<file path="config.mk">
export PLATFORM = sky130hd
export DESIGN_NAME = cla_seq_adder_ctrl
export DESIGN_NICKNAME = d
export VERILOG_FILES = /design/src/rtl/cla_seq_adder_ctrl.sv
export SDC_FILE = /design/constraint.sdc
export NUM_CORES = 1
export LEC_CHECK = 0
export BUFFER_PORTS_ARGS = -buffer_cell sky130_fd_sc_hd__buf_2
export CAP_MARGIN = 5
export CELL_PAD_IN_SITES_DETAIL_PLACEMENT = 0
export CELL_PAD_IN_SITES_GLOBAL_PLACEMENT = 1
export CORE_MARGIN = 1.5
export CORE_UTILIZATION = 40
export DETAILED_ROUTE_END_ITERATION = 8
export PLACE_DENSITY_LB_ADDON = 0.1
export SLEW_MARGIN = 20
export SYNTH_ARGS = -nofsm -noshare
export SYNTH_HDL_FRONTEND = slang
export SYNTH_SLANG_ARGS = --single-unit
</file>
<file path="constraint.sdc">
create_clock -name clk -period 2.2 [get_ports clk]
set_input_delay 0.11 -clock clk [delete_from_list [all_inputs] [get_ports clk]]
set_output_delay 0.11 -clock clk [all_outputs]
set_load 0.005 [all_outputs]
</file>
<file path="src/rtl/cla_seq_adder_ctrl.sv">
// cla_seq_adder_ctrl: WIDTH-bit adder sequenced nibble-by-nibble (LSB first) through one external 4-bit CLA.
// Ports: clk/rst_n (async active-low reset); in_valid/in_ready + a, b, c_in (operand side);
// out_valid/out_ready + sum, c_out, ovf (registered result side); busy (RUN or DONE);
// cla_a/cla_b/cla_cin drive the external CLA, cla_sum/cla_cout return its combinational result.
module cla_seq_adder_ctrl #(
  parameter int WIDTH = 16,
  parameter int NW = WIDTH / 4
) (
  input  logic             clk,
  input  logic             rst_n,
  input  logic             in_valid,
  output logic             in_ready,
  input  logic [WIDTH-1:0] a,
  input  logic [WIDTH-1:0] b,
  input  logic             c_in,
  output logic             out_valid,
  input  logic             out_ready,
  output logic [WIDTH-1:0] sum,
  output logic             c_out,
  output logic             ovf,
  output logic             busy,
  output logic [3:0]       cla_a,
  output logic [3:0]       cla_b,
  output logic             cla_cin,
  input  logic [3:0]       cla_sum,
  input  logic             cla_cout
);
  localparam int IW = NW > 1 ? $clog2(NW) : 1;
  typedef enum logic [1:0] {IDLE, RUN, DONE} state_t;
  state_t state, state_nx;
  logic [IW-1:0] idx;
  logic [WIDTH-1:0] a_reg, b_reg;
  logic carry, last, accept;
  assign last = idx == IW'(NW - 1);
  assign accept = in_valid && in_ready;
  always_ff @(posedge clk or negedge rst_n)
    if (!rst_n) state <= IDLE;
    else state <= state_nx;
  always_comb begin
    in_ready = rst_n && state == IDLE;
    out_valid = state == DONE;
    busy = state != IDLE;
    cla_a = state == RUN ? a_reg[{idx, 2'b00} +: 4] : 4'h0;
    cla_b = state == RUN ? b_reg[{idx, 2'b00} +: 4] : 4'h0;
    cla_cin = state == RUN ? carry : 1'b0;
    state_nx = state;
    if (state == IDLE && accept) state_nx = RUN;
    if (state == RUN && last) state_nx = DONE;
    if (state == DONE && out_ready) state_nx = IDLE;
  end
  always_ff @(posedge clk or negedge rst_n)
    if (!rst_n) begin
      idx <= '0;
      carry <= 1'b0;
      a_reg <= '0;
      b_reg <= '0;
      sum <= '0;
      c_out <= 1'b0;
      ovf <= 1'b0;
    end else if (accept) begin
      a_reg <= a;
      b_reg <= b;
      carry <= c_in;
      idx <= '0;
    end else if (state == RUN) begin
      sum[{idx, 2'b00} +: 4] <= cla_sum;
      carry <= cla_cout;
      idx <= idx + IW'(1);
      if (last) begin
        c_out <= cla_cout;
        // operands agree in sign but the top result bit disagrees
        ovf <= (a_reg[WIDTH-1] == b_reg[WIDTH-1]) && (cla_sum[3] != a_reg[WIDTH-1]);
      end
    end
endmodule
</file>
==> run metrics <==
outcome complete, but fails checks; failing checks negative hold slack; vias in the first global route ~1,800; Die H roughly 85 um; Net Count, Synth 219; Final Wtd Congestion 0.724; dpl cell area 3100 um^2; critical path type reg2out; Max Fanout on Critical Path 14; distinct cell type count after synthesis 29; Critical Path RT 2.09 ns; PwrDens 1280 nW/um^2; Arr. time, crit path 1.70 ns; # setup viols final 0; DR top layer met4; DRC errors left 0; fill count 579; #FFs+latches synth 55; clock sinks 55; Max Clk Rate 551 MHz; TritonCTS clock tree yes; wire length per cell 16.3 um; DR iter-0 viols 46; multi-input logic area 1180 um^2; first-pass GRT wire length 8.91 mm; WL met1 around 2.6 mm; clk buf depth 2; sequential-to-total area share from yosys stat 0.517; post-route clock period utilization 0.825; worst flop-to-flop path endpoint b_reg[3]; slowest stage delay, CP 0.42 ns; register area 1380 um^2; remaining antenna violation count 0; routed wire length approximately 5.3 mm; Main synth FF type dfrtp_1; Leak Pwr 1.60 nW; startpoint types register; post-synthesis mux area share 0.254; Tmin final ~1.8 ns; asr flop ratio synth 1.00; Syn. warnings 0; initial antenna violation count 0; largest family of logic cells by synthesized area multiplexers; worst r2r src state[0]; reg2reg setup slack 0.42 ns; Post-Syn Instances 172; 1st-pass router iterations 4; Fin Setup TNS 0 ns; GR Overflow Total 0; most common cell after layout, fill and taps aside buf_2; ratio of cells with drive above 1 in the final layout 0.528; hold slack -0.00211 ns; worst path cell trace buf_4, nand2b_1, nor2b_1, buf_2; Final Hold Viols 5; DR vias 1,654; Slew Viols, Final 0; Core ar. 6390 um^2; chip width 84.6 um; Synth Cell Area 2660 um^2; Hold WC Path Type in2async; met2 routed WL 2.38 mm; # port buffers between 70 and 80; via/cell ratio approximately 5.1; Fin Clk Skew 0.00620 ns; CTS Root Cell clkbuf_8; Simple-Gate Fraction of Synth Area 0.0903; H-tree levels 2; final core utilization 0.502; Skew-Pair Late Insertion Delay 0.31 ns; commonest non-fill, non-tap cells in the layout buf_2 (71), dfrtp_1 (55), mux2_4 (30), a22o_1 (16); post-cts gate resize count 0; max-cap violations 0; largest net degree at the start of global routing 57; Syn Area/Cell 15.5 um^2; slowest CP cell nand2b_1; nets@finish between 200 and 300; Inserted Diodes 0; TritonCTS Buffers 5; GRT Total Usage 0.160; Post-synth EDFFs 0; detailed-routed wire length on met3 ~350 um; logic depth of the worst register-to-register path 4; DP HPWL 3.87 mm; xor and xnor area share after synthesis 0; area grow syn2layout 20.6%; Relative slew margins 0.533; starting density of the core 0.417; CTS clk-pin slew, worst paths approximately 0.09 ns; Total Power 4.11 mW; Worst VDD drop 0.000575 V; adder-cell share of the synthesized area 0.0235; CP Capture Type output pin; Slew @ Worst Pin 0.700 ns; Top Ports ~70; die area 7150 um^2; Synth Area in Compound Gates 0.0762; design area 3210 um^2; # rows 29; RSZ-0062 raised after global routing false
## power breakdown
| part | leakage, nW | internal, mW | switching [mW] |
|---|---|---|---|
| Clock | 0.0513 | 0.334 | 0.326 |
| Sequential | 0.694 | 1.45 | 0.276 |
| Combinational | 0.854 | 1.07 | 0.655 |
| Total | 1.60 | 2.86 | 1.26 |
## timing repair
item | 4_1_cts | 5_1_grt
hold endpoints to repair | 1 | 0
setup buffers | 0 | 0
hold buffers | 1 | 0
## layout make-up
class	count	area share
sequential	55	0.429
multi-input combinational	103	0.368
timing repair buffer	79	0.134
tap	77	0.0300
clock buffer	6	0.0226
clock inverter	1	0.00936
inverter	6	0.00702
## logic make-up (layout without fill, tap and decap cells)
kind of cell               Yosys count  after routing
AOI/OAI and AO/OA                   26             26
buffers and inverters               14             92
muxes                               42             42
adders and majority gates            5              5
and+or+nand+nor                     30             30
DFF                                 55             55
## synthesized netlist by cell type (3+ instances only)
library cell	count	area, um^2
inv_1	6	22.5
mux2_2	3	33.8
nand2_1	3	11.3
nand3b_1	4	30.0
buf_8	3	45.0
dfrtp_1	55	1380
mux4_2	8	180
ha_1	5	62.6
a22o_1	16	140
nor2_1	6	22.5
mux2_4	30	450
nor2b_1	8	50.1
o21ai_0	4	20.0
## worst max-delay path by stage
stage          startpoint  endpoint  cells after the start
5_1_grt          state[1]  cla_b[1]                      4
4_1_cts          state[1]  cla_b[3]                      4
3_5_place_dp     state[0]  b_reg[3]                      4
2_1_floorplan      idx[0]    sum[4]                      6
3_3_place_gp     state[0]  b_reg[3]                      4
6_report         state[1]  cla_b[1]                      4
## metrics by stage
| stage | setup WS [ns] | cells |
|---|---|---|
| after floorplan | 0.387 | 172 |
| after global placement | 0.431 | 319 |
| after detailed placement | 0.420 | 319 |
| after CTS | 0.357 | 327 |
| after global routing | 0.276 | 327 |
| final | 0.386 | 327 |
## worst max-delay path: cells and delay by family (launching register included)
family / cells / cell delay, ns
simple gates: 2 / 0.69
flops: 1 / 0.39
buf+inv: 2 / 0.30
## layer usage
layer | global-route usage | vias up
li1 | - | 778
met1 | 0.218 | 817
met2 | 0.253 | 53
met3 | 0.0423 | 6
met4 | 0.0484 | 0
met5 | 0 | -
No activity file was read; power rests on OpenSTA's default activity.
